--- src/rtl/rf_pkg.sv ---
// rtl/rf_pkg.sv - shared widths and writeback source encoding for the register-file writeback path
package rf_pkg;

  localparam int DATA_W = 32;
  localparam int ADDR_W = 5;
  localparam int NREGS  = 2 ** ADDR_W;

  typedef enum logic {
    SRC_ALU = 1'b0,
    SRC_MEM = 1'b1
  } wb_src_t;

endpackage

--- src/rtl/rr_arb2.sv ---
// rtl/rr_arb2.sv - two-way round-robin arbiter with combinational grant
module rr_arb2
  import rf_pkg::*;
(
  input  logic       clk,
  input  logic       rst,
  input  logic [1:0] req,
  output logic [1:0] gnt
);

  wb_src_t last;

  // On a tie the requester that was not granted most recently wins.
  always_comb begin
    gnt = 2'b00;
    case (req)
      2'b01:   gnt = 2'b01;
      2'b10:   gnt = 2'b10;
      2'b11:   gnt = (last == SRC_MEM) ? 2'b01 : 2'b10;
      default: gnt = 2'b00;
    endcase
  end

  always_ff @(posedge clk or posedge rst) begin
    if (rst) begin
      last <= SRC_MEM;
    end else if (gnt != 2'b00) begin
      last <= gnt[1] ? SRC_MEM : SRC_ALU;
    end
  end

endmodule

--- src/rtl/rf_wb_ctrl.sv ---
// rtl/rf_wb_ctrl.sv - register-file write port arbitration and in-flight destination scoreboard
module rf_wb_ctrl #(
  parameter int DATA_W = rf_pkg::DATA_W,
  parameter int ADDR_W = rf_pkg::ADDR_W
) (
  input  logic                     clk,
  input  logic                     rst,
  input  logic                     iss_valid,
  input  logic [ADDR_W-1:0]        iss_reg,
  output logic                     iss_ready,
  input  logic [ADDR_W-1:0]        rd0_reg,
  input  logic [ADDR_W-1:0]        rd1_reg,
  output logic                     hazard0,
  output logic                     hazard1,
  input  logic                     alu_valid,
  input  logic [ADDR_W-1:0]        alu_reg,
  input  logic [DATA_W-1:0]        alu_dat,
  output logic                     alu_ready,
  input  logic                     mem_valid,
  input  logic [ADDR_W-1:0]        mem_reg,
  input  logic [DATA_W-1:0]        mem_dat,
  output logic                     mem_ready,
  output logic                     rf_write,
  output logic [ADDR_W-1:0]        rf_reg,
  output logic [DATA_W-1:0]        rf_dat,
  output logic [(2**ADDR_W)-1:0]   busy
);

  import rf_pkg::*;

  localparam int NR = 2 ** ADDR_W;

  logic [1:0]    gnt;
  logic          iss_fire;
  logic [NR-1:0] set_mask;
  logic [NR-1:0] clr_mask;

  rr_arb2 u_arb (
    .clk (clk),
    .rst (rst),
    .req ({mem_valid, alu_valid}),
    .gnt (gnt)
  );

  assign alu_ready = gnt[0];
  assign mem_ready = gnt[1];

  assign iss_ready = !busy[iss_reg];
  assign hazard0   = busy[rd0_reg];
  assign hazard1   = busy[rd1_reg];

  assign iss_fire = iss_valid && iss_ready && (iss_reg != '0);
  assign set_mask = iss_fire ? (NR'(1) << iss_reg) : '0;
  assign clr_mask = rf_write ? (NR'(1) << rf_reg) : '0;

  // Issue and clear never target the same bit, so their order here is irrelevant.
  always_ff @(posedge clk or posedge rst) begin
    if (rst) begin
      busy <= '0;
    end else begin
      busy <= ((busy & ~clr_mask) | set_mask) & ~NR'(1);
    end
  end

  // Writes to x0 still consume the grant but never strobe the file.
  always_ff @(posedge clk or posedge rst) begin
    if (rst) begin
      rf_write <= 1'b0;
      rf_reg   <= '0;
      rf_dat   <= '0;
    end else if (gnt[0]) begin
      rf_write <= (alu_reg != '0);
      rf_reg   <= alu_reg;
      rf_dat   <= alu_dat;
    end else if (gnt[1]) begin
      rf_write <= (mem_reg != '0);
      rf_reg   <= mem_reg;
      rf_dat   <= mem_dat;
    end else begin
      rf_write <= 1'b0;
    end
  end

endmodule

--- config.mk ---
export PLATFORM = sky130hd
export DESIGN_NAME = rf_wb_ctrl
export DESIGN_NICKNAME = d
export VERILOG_FILES = /design/src/rtl/rf_pkg.sv /design/src/rtl/rr_arb2.sv /design/src/rtl/rf_wb_ctrl.sv
export SDC_FILE = /design/constraint.sdc
export NUM_CORES = 1
export LEC_CHECK = 0
export ABC_AREA = 1
export CAP_MARGIN = 10
export CORE_MARGIN = 4
export CORE_UTILIZATION = 48
export CTS_CLUSTER_SIZE = 30
export DETAILED_ROUTE_END_ITERATION = 12
export PLACE_DENSITY = 0.95
export SYNTH_ARGS = -nofsm -noshare
export SYNTH_HDL_FRONTEND = slang
export SYNTH_HIERARCHICAL = 1
export SYNTH_SLANG_ARGS = --single-unit
--- constraint.sdc ---
create_clock -name clk -period 4.9 [get_ports clk]
set_input_delay 0.98 -clock clk [delete_from_list [all_inputs] [get_ports clk]]
set_output_delay 0.98 -clock clk [all_outputs]
set_load 0.01 [all_outputs]
==> flow_summary.json, run 1 <==
{
  "cp-start-kind": "input port",
  "route.detailed.drc": 0,
  "initial_utilization_pct": 49.4,
  "grt_max_degree": 38,
  "vias": 5256,
  "tightestPinTransition_ns": 0.953,
  "crit_slowest_cell": "clkdlybuf4s50_1",
  "met3_length_um": 2030,
  "cp_common_cell": "nand2_1",
  "synth_warnings": 6,
  "post-cts-setup-buffer-count": 0,
  "cp_num_buf_inv": 3,
  "synth.avg_cell_area_um2": 6.66,
  "fin_worst_skew_ns": 0.0157,
  "row_count": 34,
  "fp.dieH_um": 103,
  "clk_pin_slew_ns": 0.08,
  "setup_tns_ns": 0,
  "yosysUniqueCellTypes": 25,
  "die_w_um": 103,
  "viasPerCell": 5.79,
  "setup_violations": 0,
  "slew_headroom_pct": 36.1,
  "grt_pass1_wl_um": 25500,
  "grt_util_all_layers_pct": 31.1,
  "min_path_type": "reg -> reg",
  "maxSlewViolCount": 0,
  "power.switching_mw": 1.08,
  "combPwrFrac_pct": 40.9,
  "finalWirelength_um": 16300,
  "clock.fmax_ghz": 0.234,
  "cts_resized": 0,
  "clockBufferDepth": 2,
  "p_int_mw": 1.62,
  "route.met2.wl_um": 7750,
  "synth_cells": 647,
  "rsz0062_at_grt": "false",
  "powerDensity_nw_per_um2": 435,
  "fin_crit_ns": 4.27,
  "clkLatencyLatePin_ns": 0.35,
  "path_delay_family": "buffers and inverters",
  "swShare_pct": 40.1,
  "leakage_nw": 2.78,
  "maxCapViolCount": 0,
  "syn_to_final_growth_pct": 44.2,
  "cts_buffers": 9,
  "seq_power_share_pct": 39.8,
  "finalHoldViolations": 0,
  "ioPinCount": 169,
  "grt_overflow_total": 0,
  "crit_chain": "clkdlybuf4s50_1 -> inv_1 -> a21oi_1 -> o21ai_0 -> nand3_1 -> nand3_1 -> nand2_1 -> nand2_1 -> nand2_1 -> clkdlybuf4s50_1",
  "crit_arrival_ns": 3.29,
  "cts_tree": "built",
  "clockPowerShare_pct": 19.3,
  "htree_levels": 3,
  "wire_per_inst_um": 18.0,
  "cp-end-kind": "primary output",
  "cts.sinks": 70,
  "status": "complete, no violations",
  "top_layer": "met4",
  "final_nets": 890,
  "dr.pass1.iters": 5,
  "peakVddDrop_mv": 0.251,
  "fin_crit_sh_pct": 87.2,
  "synthesis.nets": 741,
  "core_um2": 8720,
  "dp_hpwl_um": 12200,
  "place.gp.congestion": 0.918,
  "drive_gt1_share_pct": 3.75,
  "synth-seq-area-share_pct": 40.7,
  "grt_pass1_vias": 5091,
  "die_area_um2": 10600,
  "ant_nets": 0,
  "syn_area_um2": 4310,
  "cp.required_ns": 3.92,
  "crit_fanout": 18,
  "drt-met1-wl_um": 5740,
  "diodes": 0,
  "drt_iter0_markers": 513,
  "largest_register_ffs": 32,
  "port_buffers": 167,
  "cts-root-buf": "clkbuf_8",
  "synth_seq_cells": 70,
  "path_class": "in -> out",
  "antenna_found_initial": 0,
  "slowest_delay_ns": 0.81,
  "ctsHoldBuffers": 0,
  "total_power_mw": 2.70
}
synth_stat cells:
library cell,number,area (um2)
nand2_1,230,863
buf_1,4,15.0
dfrtp_1,69,1730
nor4_1,7,43.8
nor3_1,4,20.0
nand4_1,4,25.0
inv_2,2,7.51
buf_4,3,22.5
nor2_1,57,214
a21oi_1,13,65.1
buf_2,7,35.0
nand2_2,1,6.26
inv_1,35,131
buf_6,4,45.0
clkbuf_1,20,75.1
conb_1,1,3.75
a22oi_1,1,7.51
dfstp_2,1,26.3
o41ai_1,1,8.76
clkinv_1,3,11.3
o21ai_0,62,310
nand3_1,100,500
o31ai_1,1,7.51
o221ai_1,9,78.8
o211ai_1,8,60.1
path summary, 6_finish.rpt:
| path | from | endpoint | slack, ns | cells after the start |
|---|---|---|---|---|
| worst max-delay path | rd0_reg[0] | hazard0 | 0.63 | 10 |
| worst min-delay path | u_arb/last | u_arb/last | 0.50 | 2 |
| worst max register to register | u_arb/last | rf_dat[23] | 2.48 | 7 |
| worst min register to register | u_arb/last | u_arb/last | 0.50 | 2 |
| max in group asynchronous | rst | busy[12] | 2.89 | 3 |
| min in group asynchronous | rst | u_arb/last | 0.97 | 2 |
worst register-to-register path: cells and delay by family, from the launching register on:
kind,cells,cell delay [ns]
buf+inv,2,0.87
flops,1,0.56
simple gates,5,0.87
routing by layer:
metal | global-route usage (%) | vias up
li1 | - | 2422
met1 | 36.3 | 2397
met2 | 53.1 | 371
met3 | 8.59 | 66
met4 | 14.4 | 0
met5 | 0 | -
area by class of cell:
cell class	count	area [um2]
Multi-Input combinational cell	499	2220
Sequential cell	70	1750
Timing Repair Buffer	176	1740
Clock inverter	5	83.8
Fill cell	637	2500
Tap cell	108	135
Clock buffer	10	138
Inverter	40	150
cell usage in the layout (no fill, tap or decap), drive strengths merged:
cell type        n
nor4             7
o21ai           62
o31ai            1
conb             1
a22oi            1
clkinvlp         2
dfrtp           69
nor3             4
clkbuf          10
buf              9
nand2          231
a21oi           13
nand3          100
inv             37
dfstp            1
o41ai            1
bufinv           2
clkdlybuf4s50  167
nand4            4
o221ai           9
clkinv           4
nor2            57
o211ai           8
per-stage QoR:
stage | worst slack (ns) | util, % | std cells | cell area (um2) | hold slack, ns
after floorplan | 1.99 | - | 647 | 4310 | 0.461
after global placement | 0.755 | 68.7 | 893 | 5990 | 0.473
after detailed placement | 0.685 | 68.7 | 893 | 5990 | 0.479
after CTS | 0.670 | 71.3 | 908 | 6220 | 0.492
after global routing | 0.444 | 71.3 | 908 | 6220 | 0.523
final | 0.625 | 71.3 | 908 | 6220 | 0.497
power by group through the flow:
| stage | Clock (mW) | Sequential [mW] | Combinational (mW) |
|---|---|---|---|
| after global routing | 0.552 | 1.09 | 1.21 |
| after detailed placement | 0 | 1.07 | 1.10 |
| after floorplan | 0 | 1.01 | 0.445 |
| final | 0.521 | 1.08 | 1.10 |
| after global placement | 0 | 1.08 | 1.07 |
| after CTS | 0.523 | 1.07 | 1.11 |
cell families after synthesis:
kind of cell | count (synthesis) | share of synthesized area, %
other | 1 | 0.0870
and+or+nand+nor | 403 | 38.8
DFF | 70 | 40.7
AOI/OAI and AO/OA | 95 | 12.5
buffers and inverters | 78 | 7.95
No activity file was read; power rests on OpenSTA's default activity.
==> inputs of run 2 (changes only) <==
--- a/config.mk
+++ b/config.mk
@@ -6,9 +6,9 @@
 export NUM_CORES = 1
 export LEC_CHECK = 0
 export ABC_AREA = 1
-export CAP_MARGIN = 10
 export CORE_MARGIN = 4
 export CORE_UTILIZATION = 48
+export CTS_CLUSTER_DIAMETER = 50
 export CTS_CLUSTER_SIZE = 30
 export DETAILED_ROUTE_END_ITERATION = 12
 export PLACE_DENSITY = 0.95
==> results of run 2 <==
The final DEF is identical to that of run 1; final timing and power are the same.
==> inputs of run 3 (changes only) <==
--- a/config.mk
+++ b/config.mk
@@ -12,6 +12,7 @@
 export CTS_CLUSTER_SIZE = 30
 export DETAILED_ROUTE_END_ITERATION = 12
 export PLACE_DENSITY = 0.95
+export SKIP_LAST_GASP = 1
 export SYNTH_ARGS = -nofsm -noshare
 export SYNTH_HDL_FRONTEND = slang
 export SYNTH_HIERARCHICAL = 1
==> results of run 3 <==
The final DEF is identical to that of run 1; final timing and power are the same.
